### src/rtl/vscale_htif_tohost_poller_if.sv
// HTIF PCR request/response channel between the tohost poller (master) and the core's CSR port (slave).
interface vscale_htif_tohost_poller_if;
    logic        htif_pcr_req_valid;
    logic        htif_pcr_req_ready;
    logic        htif_pcr_req_rw;
    logic [11:0] htif_pcr_req_addr;
    logic [63:0] htif_pcr_req_data;
    logic        htif_pcr_resp_valid;
    logic        htif_pcr_resp_ready;
    logic [63:0] htif_pcr_resp_data;

    modport master (
        output htif_pcr_req_valid, htif_pcr_req_rw, htif_pcr_req_addr, htif_pcr_req_data,
        output htif_pcr_resp_ready,
        input  htif_pcr_req_ready, htif_pcr_resp_valid, htif_pcr_resp_data
    );

    modport slave (
        input  htif_pcr_req_valid, htif_pcr_req_rw, htif_pcr_req_addr, htif_pcr_req_data,
        input  htif_pcr_resp_ready,
        output htif_pcr_req_ready, htif_pcr_resp_valid, htif_pcr_resp_data
    );
endinterface

### src/rtl/vscale_htif_tohost_poller.sv
// Polls tohost until nonzero, clears it, then reports pass/exit code; requests hold until req_ready.
// Define VSCALE_HTIF_POLL_TIMEOUT_EN to add a TIMEOUT_CYCLES watchdog that ends polling with timeout=1.
module vscale_htif_tohost_poller #(
    parameter int          POLL_GAP    = 16,
    parameter logic [11:0] TOHOST_ADDR = 12'h780
`ifdef VSCALE_HTIF_POLL_TIMEOUT_EN
    , parameter int unsigned TIMEOUT_CYCLES = 1000000
`endif
) (
    input  logic                               clk,
    input  logic                               reset,
    input  logic                               start,
    input  logic                               stop,
    vscale_htif_tohost_poller_if.master        htif,
    output logic                               done,
    output logic                               pass,
    output logic [62:0]                        exit_code,
    output logic                               busy,
    output logic                               timeout
);
    localparam logic [2:0] S_IDLE    = 3'd0;
    localparam logic [2:0] S_GAP     = 3'd1;
    localparam logic [2:0] S_RD_REQ  = 3'd2;
    localparam logic [2:0] S_RD_RESP = 3'd3;
    localparam logic [2:0] S_WR_REQ  = 3'd4;
    localparam logic [2:0] S_WR_RESP = 3'd5;
    localparam logic [2:0] S_DONE    = 3'd6;

    logic [2:0]  state, state_nxt;
    logic [7:0]  gap_cnt;
    logic [63:0] captured;
    logic        stop_pend;
    logic        req_fire, resp_fire, go, gap_last, tmo_hit, stop_any;

    assign req_fire  = htif.htif_pcr_req_valid && htif.htif_pcr_req_ready;
    assign resp_fire = htif.htif_pcr_resp_valid && htif.htif_pcr_resp_ready;
    assign go        = start && !stop;
    assign stop_any  = stop || stop_pend;
    assign gap_last  = (32'(gap_cnt) + 32'd1) >= 32'(POLL_GAP);
    assign htif.htif_pcr_req_data = 64'h0;

`ifdef VSCALE_HTIF_POLL_TIMEOUT_EN
    logic [31:0] to_cnt;
    assign tmo_hit = (to_cnt >= TIMEOUT_CYCLES);

    always_ff @(posedge clk or posedge reset) begin
        if (reset) begin
            to_cnt <= 32'd0;
        end else if (go && (state == S_IDLE || state == S_DONE)) begin
            to_cnt <= 32'd0;
        end else if (busy && !tmo_hit) begin
            to_cnt <= to_cnt + 32'd1;
        end
    end
`else
    assign tmo_hit = 1'b0;
`endif

    always_comb begin
        state_nxt = state;
        case (state)
            S_IDLE:    if (go) state_nxt = S_RD_REQ;
            S_DONE:    if (go) state_nxt = S_RD_REQ;
            S_GAP: begin
                if (stop)          state_nxt = S_IDLE;
                else if (tmo_hit)  state_nxt = S_DONE;
                else if (gap_last) state_nxt = S_RD_REQ;
            end
            // An accepted request is in flight, so a coincident stop is deferred to its response.
            S_RD_REQ: begin
                if (req_fire)     state_nxt = S_RD_RESP;
                else if (stop)    state_nxt = S_IDLE;
                else if (tmo_hit) state_nxt = S_DONE;
            end
            S_RD_RESP: begin
                if (resp_fire) begin
                    if (stop_any)                              state_nxt = S_IDLE;
                    else if (htif.htif_pcr_resp_data == 64'h0) state_nxt = S_GAP;
                    else                                       state_nxt = S_WR_REQ;
                end
            end
            S_WR_REQ:  if (req_fire) state_nxt = S_WR_RESP;
            S_WR_RESP: if (resp_fire) state_nxt = stop_any ? S_IDLE : S_DONE;
            default:   state_nxt = S_IDLE;
        endcase
    end

    always_ff @(posedge clk or posedge reset) begin
        if (reset) begin
            state                    <= S_IDLE;
            gap_cnt                  <= 8'd0;
            captured                 <= 64'h0;
            stop_pend                <= 1'b0;
            htif.htif_pcr_req_valid  <= 1'b0;
            htif.htif_pcr_req_rw     <= 1'b0;
            htif.htif_pcr_req_addr   <= 12'h0;
            htif.htif_pcr_resp_ready <= 1'b0;
            done                     <= 1'b0;
            pass                     <= 1'b0;
            exit_code                <= 63'h0;
            busy                     <= 1'b0;
            timeout                  <= 1'b0;
        end else begin
            state   <= state_nxt;
            gap_cnt <= (state == S_GAP) ? gap_cnt + 8'd1 : 8'd0;
            if (state == S_RD_RESP && resp_fire)
                captured <= htif.htif_pcr_resp_data;
            if (state_nxt == S_IDLE || state_nxt == S_DONE)
                stop_pend <= 1'b0;
            else if (stop)
                stop_pend <= 1'b1;

            // Outputs are registered from the next state so none depends combinationally on inputs.
            htif.htif_pcr_req_valid  <= (state_nxt == S_RD_REQ) || (state_nxt == S_WR_REQ);
            htif.htif_pcr_req_rw     <= (state_nxt == S_WR_REQ);
            htif.htif_pcr_req_addr   <= ((state_nxt == S_RD_REQ) || (state_nxt == S_WR_REQ)) ?
                                        TOHOST_ADDR : 12'h0;
            htif.htif_pcr_resp_ready <= (state_nxt == S_RD_RESP) || (state_nxt == S_WR_RESP);
            busy                     <= (state_nxt != S_IDLE) && (state_nxt != S_DONE);
            done                     <= (state_nxt == S_DONE);

            if (state_nxt == S_DONE) begin
                if (state == S_WR_RESP) begin
                    pass      <= (captured == 64'h1);
                    exit_code <= captured[63:1];
                    timeout   <= 1'b0;
                end else if (state != S_DONE) begin
                    pass      <= 1'b0;
                    exit_code <= 63'h0;
                    timeout   <= tmo_hit;
                end
            end else begin
                pass      <= 1'b0;
                exit_code <= 63'h0;
                timeout   <= 1'b0;
            end
        end
    end
endmodule
### src/flat_wrapper.sv
// flat-port wrapper written by rule: the top's interface ports become plain ports
module vscale_htif_tohost_poller_flat 
#(
    parameter int          POLL_GAP    = 16,
    parameter logic [11:0] TOHOST_ADDR = 12'h780

)
  (clk, reset, start, stop, done, pass, exit_code, busy, timeout, htif_htif_pcr_req_valid, htif_htif_pcr_req_rw, htif_htif_pcr_req_addr, htif_htif_pcr_req_data, htif_htif_pcr_resp_ready, htif_htif_pcr_req_ready, htif_htif_pcr_resp_valid, htif_htif_pcr_resp_data);
  vscale_htif_tohost_poller_if htif_i ();
  input  logic clk;
  input  logic reset;
  input  logic start;
  input  logic stop;
  output logic done;
  output logic pass;
  output logic [62:0] exit_code;
  output logic busy;
  output logic timeout;
  output wire logic [$bits(htif_i.htif_pcr_req_valid)-1:0] htif_htif_pcr_req_valid;
  output wire logic [$bits(htif_i.htif_pcr_req_rw)-1:0] htif_htif_pcr_req_rw;
  output wire logic [$bits(htif_i.htif_pcr_req_addr)-1:0] htif_htif_pcr_req_addr;
  output wire logic [$bits(htif_i.htif_pcr_req_data)-1:0] htif_htif_pcr_req_data;
  output wire logic [$bits(htif_i.htif_pcr_resp_ready)-1:0] htif_htif_pcr_resp_ready;
  input wire logic [$bits(htif_i.htif_pcr_req_ready)-1:0] htif_htif_pcr_req_ready;
  input wire logic [$bits(htif_i.htif_pcr_resp_valid)-1:0] htif_htif_pcr_resp_valid;
  input wire logic [$bits(htif_i.htif_pcr_resp_data)-1:0] htif_htif_pcr_resp_data;
  assign htif_htif_pcr_req_valid = htif_i.htif_pcr_req_valid;
  assign htif_htif_pcr_req_rw = htif_i.htif_pcr_req_rw;
  assign htif_htif_pcr_req_addr = htif_i.htif_pcr_req_addr;
  assign htif_htif_pcr_req_data = htif_i.htif_pcr_req_data;
  assign htif_htif_pcr_resp_ready = htif_i.htif_pcr_resp_ready;
  assign htif_i.htif_pcr_req_ready = htif_htif_pcr_req_ready;
  assign htif_i.htif_pcr_resp_valid = htif_htif_pcr_resp_valid;
  assign htif_i.htif_pcr_resp_data = htif_htif_pcr_resp_data;
  vscale_htif_tohost_poller #(.POLL_GAP(POLL_GAP), .TOHOST_ADDR(TOHOST_ADDR)) u_core (.clk(clk), .reset(reset), .start(start), .stop(stop), .htif(htif_i), .done(done), .pass(pass), .exit_code(exit_code), .busy(busy), .timeout(timeout));
endmodule
### config.mk
export PLATFORM = sky130hd
export DESIGN_NAME = vscale_htif_tohost_poller_flat
export DESIGN_NICKNAME = d
export VERILOG_FILES = /design/src/rtl/vscale_htif_tohost_poller_if.sv /design/src/rtl/vscale_htif_tohost_poller.sv /design/src/flat_wrapper.sv
export SDC_FILE = /design/constraint.sdc
export NUM_CORES = 1
export LEC_CHECK = 0
export CAP_MARGIN = 25
export CORE_ASPECT_RATIO = 1.2
export CORE_UTILIZATION = 51
export CTS_BUF_LIST = sky130_fd_sc_hd__clkbuf_8
export CTS_CLUSTER_SIZE = 8
export DETAILED_ROUTE_END_ITERATION = 7
export GPL_ROUTABILITY_DRIVEN = 1
export PLACE_DENSITY = 0.94
export SYNTH_ARGS = -nofsm -noshare
export SYNTH_HDL_FRONTEND = slang
export SYNTH_SLANG_ARGS = --single-unit
### constraint.sdc
create_clock -name clk -period 12.2 [get_ports clk]
set_input_delay 2.44 -clock clk [delete_from_list [all_inputs] [get_ports clk]]
set_output_delay 2.44 -clock clk [all_outputs]
set_load 0.005 [all_outputs]
==> run metrics, run 1 <==
status finished, final reports clean; pwr dens 166 mW/mm2; initial core utilization 0.530; highest-count cells in the layout ignoring fill and taps 145 x dfrtp_1, 142 x clkdlybuf4s50_1, 74 x nor2_1, 73 x conb_1, 64 x mux2_2; Detailed Place HPWL 11100 um; layout net count 758; delay-heaviest family, CP simple AND/OR/NAND/NOR gates; First DRT Iteration DRCs 357; Post-Synthesis Cells 554; Hold WS 0.532 ns; RSZ-0062 raised after global routing no; slowest CP cell buf_4; initial antenna violation count 0; Rows 44; synthesized area 0.00651 mm2; Root Driver clkbuf_8; vias in the first global route 4852; Post-CTS Setup Inserts 0; drt drc 0; crit path DAT 5.13 ns; commonest non-fill, non-tap cell in the layout dfrtp_1; TritonCTS clock tree yes; CP Class in -> reg; Worst-path clk slew 0.08 ns; final setup skew 0.00973 ns; Synth Warn # 0; post-synthesis adder-cell area fraction 0.00384; largest family of logic cells by synthesized area buffers and inverters; Die H 126 um; Max FO, Critical Path 65; final estimated routing congestion in global placement 0.855; layout cells sized above 1 0.170; fin util 0.662; WL met3 1160 um; worst hold path class reg -> reg; switching pwr 0.409 mW; vias per inst 5.59; Num CTS Buffers 17; Compound-Gate Fraction of Synth Area 0.0903; Filler cells 879; First-pass DRT Iterations 5; setup TNS 0 ns; io pins 216; Worst Path Buf+Inv 3; area fraction of the dominant cell type after synthesis 0.557; sequential share of the synthesized area 0.557; Max clock buf depth 2; Ant. Diodes 0; dpl cells 828; met2 wire len 8730 um; area leader, netlist dfrtp_1; Routed WL 16500 um; Post-Synth XOR/XNOR Area 0.00673; met1 wire length 6240 um; minimum clock period 4.78 ns; Leak 3.44 nW; synth top area cells dfrtp_1 56%, mux2_2 11%, buf_4 8.9%, a22oi_1 7.3%, nor2_1 4.3%; clk sink count 145; Int Power 0.939 mW; Comb pwr share 0.208; Worst Path Required 12.55 ns; Fmax 209 MHz; async set or reset register ratio after synthesis 1.00; maximum VDD drop 0.121 mV; cell breakdown of the critical path clkdlybuf4s50_1 > nor4_1 > nand4_1 > nor4_2 > o21ai_2 > nand2_2 > buf_4 > inv_2 > nor3_2; largest stage delay on the critical path 0.58 ns; nature of the critical path endpoint flip-flop; Startpoint Class input pin; Worst-Skew Late Latency 0.43 ns; Clock power frac 0.283; Die Wd 105 um; Slew @ Worst Pin 0.885 ns; mux contribution to synthesized area 0.112; Post-CTS Resized 0; first-pass GRT wire length 25900 um; max_cap viols 0; cts hold-fix bufs 0; final max-slew violation count 0; aggregate global-route resource usage 0.257; top_reg_cell synth dfrtp_1; full die area 0.0132 mm2; largest net degree at the start of global routing 78; P&R area growth vs syn 24.9%; period utilization 0.392; Hold Violations, Final 0; Post-synth EDFFs 0; post-route ant nets 0; power share of the sequential group 0.509; IO buf count 142; Final setup violation count 0; post-synthesis area per instance 11.8 um2; core area 0.0123 mm2; grt ovf 0; post-synth cell types 44; FF+latch count, synth 145; Synth Area in Simple Gates 0.111; Top Metal Used met4; H-tree levels 4; slew margin rel. 0.410; WL/cell 19.2 um; final cell count without fillers 860; sw frac 0.303; total number of vias 4805
==> cell usage after synthesis, types with 2 or more instances <==
master    instances
a21oi_1           4
a22oi_1          63
and3_1            2
buf_2             9
buf_4            77
buf_6             6
clkbuf_1         14
dfrtp_1         145
ha_1              2
inv_1             3
inv_2             3
mux2_2           64
nand2_1           9
nand3_1           3
nand4_1           9
nor2_1           74
nor2b_1           3
nor3_1            3
nor4_1           33
xnor2_1           2
xor2_1            3
==> registers in the layout, summed over array words and instances (netlist names) <==
register	flops
u_core.htif.htif_pcr_req_rw	1
u_core.htif.htif_pcr_req_addr	1
u_core.done	1
u_core.pass	1
u_core.busy	1
u_core.gap_cnt	8
u_core.htif.htif_pcr_resp_ready	1
u_core.exit_code	63
u_core.stop_pend	1
u_core.state	3
u_core.captured	64
==> area by class of cell <==
type	instances	area, um2	share of cell area
repair buffers	147	1470	0.181
well taps	161	201	0.0248
clock inverters	12	131	0.0162
inverters	6	27.5	0.00339
flip-flops and latches	145	3630	0.446
multi-input cells	369	2390	0.295
clock buffers	20	275	0.0339
==> metal layers <==
metal  track usage  vias up
met2         0.460      305
met4        0.0986        0
li1              -     2086
met1         0.301     2379
met5             0        -
met3        0.0585       35
==> final timing paths <==
| check | start | end | slack (ns) | cells past startpoint |
|---|---|---|---|---|
| max | htif_htif_pcr_resp_data[28] | u_core.stop_pend | 7.42 | 9 |
| max reg2reg | u_core.state[0] | u_core.busy | 9.48 | 9 |
| min reg2reg | u_core.gap_cnt[0] | u_core.gap_cnt[0] | 0.53 | 1 |
| max in group asynchronous | reset | u_core.captured[7] | 8.38 | 3 |
| min in group asynchronous | reset | u_core.exit_code[12] | 2.51 | 2 |
| min | u_core.gap_cnt[0] | u_core.gap_cnt[0] | 0.53 | 1 |
==> logic make-up after synthesis <==
family          count (synthesis)
buf+inv                       112
mux                            65
compound gates                 78
simple gates                  146
fa+ha+maj                       2
other cells                     1
xor+xnor                        5
flops                         145
==> worst register-to-register path, cell delays in order (launching register included) <==
cell,delay [ns]
dfrtp_1,0.46
inv_2,0.10
nor4_2,0.28
buf_4,0.73
nand2_1,0.15
o21ai_2,0.25
nand2_2,0.07
buf_4,0.35
inv_2,0.17
nor2_1,0.06
==> power by group through the flow <==
stage / Sequential [mW] / Clock [mW] / Combinational (mW)
2_1_floorplan: 0.657 / 0 / 0.213
3_3_place_gp: 0.679 / 0 / 0.262
3_5_place_dp: 0.689 / 0 / 0.278
4_1_cts: 0.682 / 0.389 / 0.281
5_1_grt: 0.698 / 0.409 / 0.303
6_report: 0.686 / 0.381 / 0.280
==> through the flow <==
stage	setup WS (ns)	power [mW]	instance area (um2)
after global routing	7.28	1.41	8130
after detailed placement	6.98	0.967	7720
after floorplan	5.87	0.870	6780
after CTS	7.44	1.35	8130
after global placement	7.05	0.941	7700
final	7.42	1.35	8130
No activity file was read; power rests on OpenSTA's default activity.
==> run 2: changes to the inputs <==
--- a/config.mk
+++ b/config.mk
@@ -7,12 +7,12 @@
 export LEC_CHECK = 0
 export CAP_MARGIN = 25
 export CORE_ASPECT_RATIO = 1.2
-export CORE_UTILIZATION = 51
+export CORE_UTILIZATION = 43
 export CTS_BUF_LIST = sky130_fd_sc_hd__clkbuf_8
 export CTS_CLUSTER_SIZE = 8
 export DETAILED_ROUTE_END_ITERATION = 7
 export GPL_ROUTABILITY_DRIVEN = 1
-export PLACE_DENSITY = 0.94
+export PLACE_DENSITY = 0.85
 export SYNTH_ARGS = -nofsm -noshare
 export SYNTH_HDL_FRONTEND = slang
 export SYNTH_SLANG_ARGS = --single-unit
==> constraint.sdc (replaced) <==
create_clock -name clk -period 4 [get_ports clk]
set_input_delay 0.8 -clock clk [delete_from_list [all_inputs] [get_ports clk]]
set_output_delay 0.8 -clock clk [all_outputs]
set_load 0.005 [all_outputs]
==> run 2 against run 1 <==
Against the previous run: clock skew up 0.0022 ns; register-to-register slack worse by 7.7 ns; die area up 18%; final cell count up 4.7%; via count down 3.4%; power rose to 2.9 times the previous value; critical endpoint unchanged; highest routed layer unchanged.
==> run metrics, run 2 (synthesized netlist as in run 1, its figures left out) <==
setup TNS 0 ns; Worst Path Required 4.38 ns; total number of vias 4642; highest-count cells in the layout ignoring fill and taps 145 x dfrtp_1, 142 x clkdlybuf4s50_1, 74 x nor2_1, 73 x conb_1, 64 x mux2_2; commonest non-fill, non-tap cell in the layout dfrtp_1; slew margin rel. 0.393; largest net degree at the start of global routing 89; final max-slew violation count 0; Most flops, register u_core.captured; fin util 0.559; max_cap viols 0; vias in the first global route 4508; Root Driver clkbuf_8; Startpoint Class input pin; GR Util met2 0.346; Detailed Place HPWL 10900 um; Ant. Diodes 0; Filler cells 1268; post-route ant nets 0; Die Wd 114 um; nature of the critical path endpoint flip-flop; full die area 0.0156 mm2; r2r startpoint u_core.gap_cnt[0]; Post-CTS Setup Inserts 0; aggregate global-route resource usage 0.208; Leak 3.44 nW; H-tree levels 4; Post-CTS Resized 0; status finished, final reports clean; WL/cell 17.2 um; Final Cell Area 0.00815 mm2; Rows 48; maximum VDD drop 0.292 mV; dpl cell area 0.00781 mm2; Worst-Skew Late Latency 0.45 ns; Max FO, Critical Path 14; First DRT Iteration DRCs 195; first-pass GRT wire length 24000 um; cts hold-fix bufs 0; vias per inst 5.16; minimum clock period 2.95 ns; CP Class in -> reg; slowest CP cell nor4_1; Worst R2R Path Depth 10; First-pass DRT Iterations 4; global routing's busiest layer met2; GR Util met1 0.261; clk sink count 145; P&R area growth vs syn 25.2%; Num CTS Buffers 17; final estimated routing congestion in global placement 0.778; RSZ-0062 raised after global routing no; Final setup violation count 0; worst hold path class reg -> reg; TritonCTS clock tree yes; layout net count 760; cell breakdown of the critical path clkdlybuf4s50_1 > nor4_1 > nand4_1 > nor4_2 > o21ai_2 > nand2_2 > buf_4 > inv_2 > nor3_2; worst setup path end u_core.stop_pend; Fmax 339 MHz; leading registers by flop count u_core.captured (64), u_core.exit_code (63), u_core.gap_cnt (8); Max clock buf depth 2; Die H 137 um; layout cells sized above 1 0.167; pwr dens 482 mW/mm2; largest stage delay on the critical path 0.56 ns; Power Total 3.93 mW; max reg flops 64; reg2reg end u_core.stop_pend; crit path DAT 3.33 ns; Setup crit start htif_htif_pcr_resp_data[57]; Slew @ Worst Pin 0.911 ns; core area 0.0146 mm2; initial antenna violation count 0; final setup skew 0.0119 ns; grt ovf 0; IO buf count 142; Routed WL 15500 um; FF-to-FF setup slack 1.74 ns; initial core utilization 0.446; Worst-path clk slew 0.08 ns; met3 Use GR 0.0474; io pins 216; Worst Min Path Start u_core.captured[0]; Hold Violations, Final 0; period utilization 0.738; drt drc 0
-- run 2: changes by cell type in the layout (fill, tap and decap cells not counted), sizes merged --
cell,change
buf,+2
inv,+2
clkinv,-1
bufinv,-2
-- run 2: worst min path at each step --
stage / endpoint / depth (start not counted)
after CTS: u_core.captured[0] / 1
final: u_core.captured[0] / 1
after floorplan: u_core.captured[0] / 1
after global routing: u_core.captured[0] / 1
after detailed placement: u_core.captured[0] / 1
after global placement: u_core.captured[0] / 1
-- run 2: through the flow --
step           worst slack, ns  instances  hold WS [ns]
2_1_floorplan             1.38        626         0.472
3_3_place_gp             0.574        869         0.483
3_5_place_dp             0.499        869         0.489
4_1_cts                  0.980        900         0.507
5_1_grt                  0.858        900         0.531
6_report                  1.05        900         0.505
-- run 2: routing by layer --
layer,vias to the layer above,wire (um)
li1,2102,-
met1,2321,6560
met2,193,7760
met4,0,342
met3,26,804
met5,-,0
-- run 2: cell type report --
cell class	instances	area, um2	share of cell area
clock buffers	20	275	0.0338
clock inverters	11	66.3	0.00813
inverters	6	26.3	0.00322
multi-input cells	369	2390	0.294
flip-flops and latches	145	3630	0.445
well taps	200	250	0.0307
repair buffers	149	1510	0.185
-- run 2: report_power, final --
group | leakage, nW | internal [mW] | total, mW | switching (mW)
registers | 1.94 | 1.79 | 2.08 | 0.292
logic | 1.32 | 0.472 | 0.833 | 0.361
clock network | 0.181 | 0.467 | 1.01 | 0.544
-- run 2: critical path, delay by kind of cell --
family / cells / cell delay (ns)
buffers and inverters: 3 / 0.78
AOI/OAI and AO/OA: 1 / 0.16
and+or+nand+nor: 5 / 1.59
